### src/rtl/dmem_io.sv
// dmem_io: word RAM, synchronized switch port, LED register and optional
// compare-match timer (enabled by defining DMEM_TIMER_EN) behind a single-cycle load/store port.
module dmem_io #(
    parameter int AW = 8
) (
    input  logic        clock,
    input  logic        reset,
    input  logic [15:0] daddr,
    input  logic        dwrite,
    input  logic        dread,
    input  logic [15:0] dwdata,
    output logic [15:0] ddata,
    input  logic [7:0]  switches,
    output logic [7:0]  leds,
    output logic        timer_irq
);

    localparam logic [16:0] RAM_LIMIT  = 17'd2 << AW;
    localparam logic [15:0] ADDR_SW    = 16'hFFF0;
    localparam logic [15:0] ADDR_LED   = 16'hFFF2;
    localparam logic [15:0] ADDR_TCNT  = 16'hFFF4;
    localparam logic [15:0] ADDR_TCTRL = 16'hFFF6;
    localparam logic [15:0] ADDR_TCMP  = 16'hFFF8;
    localparam logic [15:0] ADDR_TSTAT = 16'hFFFA;

    logic [15:0] r_mem [0:(2**AW)-1];
    logic [7:0]  r_sw_meta;
    logic [7:0]  r_sw_sync;
    logic [7:0]  r_leds;

    logic        w_ram_sel;
    logic [14:0] w_word;
    logic        w_sel_sw;
    logic        w_sel_led;
    logic        w_unused_bit0;
    logic [15:0] w_rdata;

    // Byte address bit 0 never participates in any decode.
    assign w_word        = daddr[15:1];
    assign w_unused_bit0 = daddr[0];
    assign w_ram_sel     = ({1'b0, daddr} < RAM_LIMIT);
    assign w_sel_sw      = (w_word == ADDR_SW[15:1]);
    assign w_sel_led     = (w_word == ADDR_LED[15:1]);

    // RAM has no reset; holding reset low still blocks a store.
    always_ff @(posedge clock) begin
        if (dwrite && w_ram_sel && reset) begin
            r_mem[daddr[AW:1]] <= dwdata;
        end
    end

    always_ff @(posedge clock or negedge reset) begin
        if (!reset) begin
            r_sw_meta <= 8'h00;
            r_sw_sync <= 8'h00;
        end else begin
            r_sw_meta <= switches;
            r_sw_sync <= r_sw_meta;
        end
    end

    always_ff @(posedge clock or negedge reset) begin
        if (!reset) begin
            r_leds <= 8'h00;
        end else if (dwrite && w_sel_led) begin
            r_leds <= dwdata[7:0];
        end
    end

    assign leds = r_leds;

`ifdef DMEM_TIMER_EN
    logic [15:0] r_tcnt;
    logic [15:0] r_tcmp;
    logic        r_ten;
    logic        r_flag;

    logic        w_match;
    logic        w_wr_tcnt;
    logic        w_wr_tctrl;
    logic        w_wr_tcmp;
    logic        w_wr_tstat;

    assign w_match    = r_ten && (r_tcnt == r_tcmp);
    assign w_wr_tcnt  = dwrite && (w_word == ADDR_TCNT[15:1]);
    assign w_wr_tctrl = dwrite && (w_word == ADDR_TCTRL[15:1]);
    assign w_wr_tcmp  = dwrite && (w_word == ADDR_TCMP[15:1]);
    assign w_wr_tstat = dwrite && (w_word == ADDR_TSTAT[15:1]);

    // A software store to TCNT wins over counting; a match wins over a clear.
    always_ff @(posedge clock or negedge reset) begin
        if (!reset) begin
            r_tcnt <= 16'h0000;
            r_tcmp <= 16'hFFFF;
            r_ten  <= 1'b0;
            r_flag <= 1'b0;
        end else begin
            if (w_wr_tcnt) begin
                r_tcnt <= dwdata;
            end else if (r_ten) begin
                r_tcnt <= w_match ? 16'h0000 : (r_tcnt + 16'd1);
            end
            if (w_wr_tctrl) begin
                r_ten <= dwdata[0];
            end
            if (w_wr_tcmp) begin
                r_tcmp <= dwdata;
            end
            if (w_match) begin
                r_flag <= 1'b1;
            end else if (w_wr_tstat && dwdata[0]) begin
                r_flag <= 1'b0;
            end
        end
    end

    assign timer_irq = r_flag;
`else
    assign timer_irq = 1'b0;
`endif

    always_comb begin
        w_rdata = 16'h0000;
        if (w_ram_sel) begin
            w_rdata = r_mem[daddr[AW:1]];
        end else if (w_sel_sw) begin
            w_rdata = {8'h00, r_sw_sync};
        end else if (w_sel_led) begin
            w_rdata = {8'h00, r_leds};
`ifdef DMEM_TIMER_EN
        end else if (w_word == ADDR_TCNT[15:1]) begin
            w_rdata = r_tcnt;
        end else if (w_word == ADDR_TCTRL[15:1]) begin
            w_rdata = {15'h0000, r_ten};
        end else if (w_word == ADDR_TCMP[15:1]) begin
            w_rdata = r_tcmp;
        end else if (w_word == ADDR_TSTAT[15:1]) begin
            w_rdata = {15'h0000, r_flag};
`endif
        end
    end

    assign ddata = dread ? w_rdata : 16'h0000;

endmodule
### config.mk
export PLATFORM = sky130hd
export DESIGN_NAME = dmem_io
export DESIGN_NICKNAME = d
export VERILOG_FILES = /design/src/rtl/dmem_io.sv
export SDC_FILE = /design/constraint.sdc
export NUM_CORES = 2
export LEC_CHECK = 0
export ABC_AREA = 1
export CAP_MARGIN = 20
export CORE_ASPECT_RATIO = 1.1
export CORE_UTILIZATION = 40
export CTS_BUF_LIST = sky130_fd_sc_hd__clkbuf_8
export DETAILED_ROUTE_END_ITERATION = 10
export PLACE_DENSITY_LB_ADDON = 0.2
export SLEW_MARGIN = 20
export SYNTH_ARGS = -nofsm -noshare
export SYNTH_HDL_FRONTEND = slang
export SYNTH_SLANG_ARGS = --single-unit
### constraint.sdc
create_clock -name clock -period 1.9 [get_ports clock]
set_clock_uncertainty 0.05 [all_clocks]
set_input_delay 0.19 -clock clock [delete_from_list [all_inputs] [get_ports clock]]
set_output_delay 0.19 -clock clock [all_outputs]
set_load 0.05 [all_outputs]
==> results.json <==
{
  "antenna_left": 0,
  "maxCapViolCount": 0,
  "hold_class": "in -> reg",
  "post-route-min-period_ns": 3.60,
  "wirelength_mm": 531,
  "io_pins": 69,
  "ys_seq_area_frac": 0.763,
  "numCtsBuffers": 659,
  "avgRoutedWirePerCell_um": 25.6,
  "yosys_warnings": 0,
  "slew_headroom": 0.260,
  "hold_viol_final": 0,
  "tightest_slew_ns": 1.11,
  "synthToLayoutAreaGrowth_pct": 23.1,
  "die_h_um": 669,
  "crit_fanout": 1,
  "track_usage": 0.256,
  "place_congestion": 0.894,
  "grt_max_degree": 93,
  "status": "finished with violations",
  "port_buffers": 66,
  "htreeDepth": 6,
  "cts_buffer_depth": 4,
  "critPathCaptureType": "primary output",
  "p_per_area_nw_per_um2": 917,
  "period_share": 1.89,
  "grt_pass1_wl_mm": 759,
  "dr_total_vias": 108914,
  "worst_slack_ns": -1.70,
  "core_area_um2": 402000,
  "row_count": 244,
  "nFillCells": 35288,
  "rsz0062_at_grt": "yes",
  "required_ns": 1.66,
  "clk_pin_slew_ns": 0.06,
  "die_width_um": 609,
  "slowest_stage": "nor2_4",
  "drive_gt1_frac": 0.196,
  "start_util": 0.403,
  "arrival_ns": 3.36,
  "violations": "setup timing",
  "antenna_found_initial": 13,
  "dr.pass1.iters": 7,
  "max_freq_mhz": 278,
  "path_delay_family": "simple AND/OR/NAND/NOR gates",
  "p_leak_nw": 74.2,
  "whs_ns": 0.113,
  "cts_sinks": 4120,
  "grt-ovfl-total": 0,
  "drc_errors": 0,
  "critPathLaunchType": "flip-flop",
  "cp.buffers_inverters": 2,
  "dp_hpwl_mm": 346,
  "ir_drop_uv": 729,
  "synth_nets": 13457,
  "grt_pass1_vias": 105803,
  "postLayoutCoreUtil": 0.496,
  "cpPeakStageDelay_ns": 0.41,
  "synthCells": 13413,
  "dieArea_um2": 408000,
  "avgSynthCellArea_um2": 12.1,
  "worst_path_most_repeated_cell": "nand2_1",
  "ys_seq_elements": 4120,
  "crit_type": "reg -> out",
  "drtIter0Drc": 11043,
  "synth.distinct_cells": 27,
  "nNetsFinal": 15000,
  "worstPathCellList": "nand2_1 > nand2_1 > nand2_1 > nand3_2 > nand2_1 > nand2_1 > nor2_1 > buf_4 > nor2_4 > nor2_4 > nand2_1 > nand2_1 > nand2_4 > nor2_4 > nor2_4 > buf_12",
  "netlist_area_um2": 162000,
  "slew_violations": 0,
  "setup_viol": 24,
  "root_buffer": "clkbuf_8",
  "via_per_inst": 5.25,
  "fin_tns_setup_ns": -27.04,
  "cts_tree": "done",
  "clkLatencyLatePin_ns": 1.22
}
logic make-up (layout without fill, tap and decap cells):
group                  Yosys count  after routing  share of synthesized area
AOI/OAI and AO/OA              764            764                     0.0276
muxes                            8              8                   0.000556
and+or+nand+nor               7780           7780                      0.188
other                            1              7                  0.0000231
DFF                           4120           4120                      0.763
buffers and inverters          740           2777                     0.0210
routing by layer:
layer | routed length (um) | GRT usage | vias up
li1 | - | - | 49443
met1 | 219000 | 0.342 | 54417
met2 | 254000 | 0.423 | 4205
met3 | 36200 | 0.0365 | 845
met4 | 22000 | 0.0980 | 4
met5 | 25 | 0 | -
metrics by stage:
step	instances	setup WS [ns]	instance area, um2	power [mW]
4_1_cts	20746	-1.81	199000	184
3_3_place_gp	19562	-2.62	185000	114
6_report	20745	-1.70	199000	183
5_1_grt	20745	-1.81	199000	189
2_1_floorplan	13413	-0.494	163000	107
3_5_place_dp	19562	-2.48	185000	114
cells in the final DEF (no fill, tap or decap), types with 4 or more instances in the layout:
master	instances
clkbuf_8	669
nor2_2	168
o21ai_4	10
buf_6	21
nor2_4	211
o21ai_0	100
o21ai_2	36
nand2_4	50
mux2_2	8
clkinv_8	6
clkinv_2	57
buf_8	19
edfxtp_1	4096
nor2_1	423
a22oi_1	237
o21ai_1	145
nand3_1	134
clkdlybuf4s50_1	22
inv_6	14
clkinvlp_4	14
nand4_1	406
dfrtp_1	24
a22oi_2	21
buf_4	945
dlygate4sd3_1	49
inv_1	236
inv_12	4
nand3_2	18
clkinv_1	167
a21oi_2	18
nand3_4	5
bufinv_16	10
buf_12	515
a21oi_1	197
nand2_1	6182
diode_2	6
inv_2	6
inv_8	16
nand2_8	8
nand2_2	170
layout make-up:
type                       count  area [um2]  share of cell area
tap                         5289        6620              0.0332
inverter                      46         250             0.00125
sequential                  4120      124000               0.620
clock buffer                 669        9210              0.0462
multi-input combinational   8553       38500               0.193
clock inverter               486        2490              0.0125
antenna                        6        15.0           0.0000753
timing repair buffer        1576       18700              0.0939
registers in the layout, summed over array words and instances (netlist names):
signal and flops:
r_sw_sync 8, leds 8, r_mem 4096, r_sw_meta 8
Yosys cell counts:
master       n  share of area
nand3_1    157         0.0049
clkbuf_1   211         0.0049
buf_1       50         0.0012
a22oi_1    258          0.012
nor4_1       1       0.000039
edfxtp_1  4096           0.76
conb_1       1       0.000023
a21oi_1    215         0.0066
clkinv_1     8        0.00019
nand4_1    406          0.016
buf_6       10        0.00070
o21ai_0    159         0.0049
inv_4        1       0.000039
nor2_2       2       0.000077
buf_4        5        0.00023
dfrtp_1     24         0.0037
buf_2      418          0.013
nor2_4       2        0.00014
mux2_2       8        0.00056
nand2_2      1       0.000039
nor3_2       1       0.000062
nor3_1       3       0.000093
inv_2        3       0.000070
nand2_1   6409           0.15
nor2_1     798          0.018
o21ai_1    132         0.0041
inv_1       34        0.00079
report_power, final:
group          switching, mW  internal [mW]
Combinational           9.18           4.10
Sequential           0.00442           99.9
Clock                   35.5           34.2
worst paths after layout:
kind | start | end | slack, ns | cells after the start
setup / recovery | r_mem[129][7]$_DFFE_PP_ | ddata[7] | -1.70 | 16
hold / removal | dwdata[5] | r_mem[97][5]$_DFFE_PP_ | 0.11 | 3
setup reg to reg | leds[7]$_DFFE_PN0P_ | leds[7]$_DFFE_PN0P_ | 0.97 | 2
hold reg to reg | r_sw_meta[7]$_DFF_PN0_ | r_sw_sync[7]$_DFF_PN0_ | 0.30 | 0
max in group asynchronous | reset | leds[5]$_DFFE_PN0P_ | 1.32 | 4
min in group asynchronous | reset | r_sw_meta[5]$_DFF_PN0_ | 0.12 | 4
timing repair:
action / in CTS / in global routing
setup endpoints to repair: 84 / 642
buffers inserted: 3 / 0
endpoints found under the hold margin: 4136 / 0
resized for setup: 609 / 211
hold buffers: 60 / 0
pin swaps: 234 / 189
tightest hold or removal path, stage by stage:
cell           delay, ns
dlygate4sd3_1       0.56
buf_8               0.20
buf_4               0.23
No activity file was read; power rests on OpenSTA's default activity.
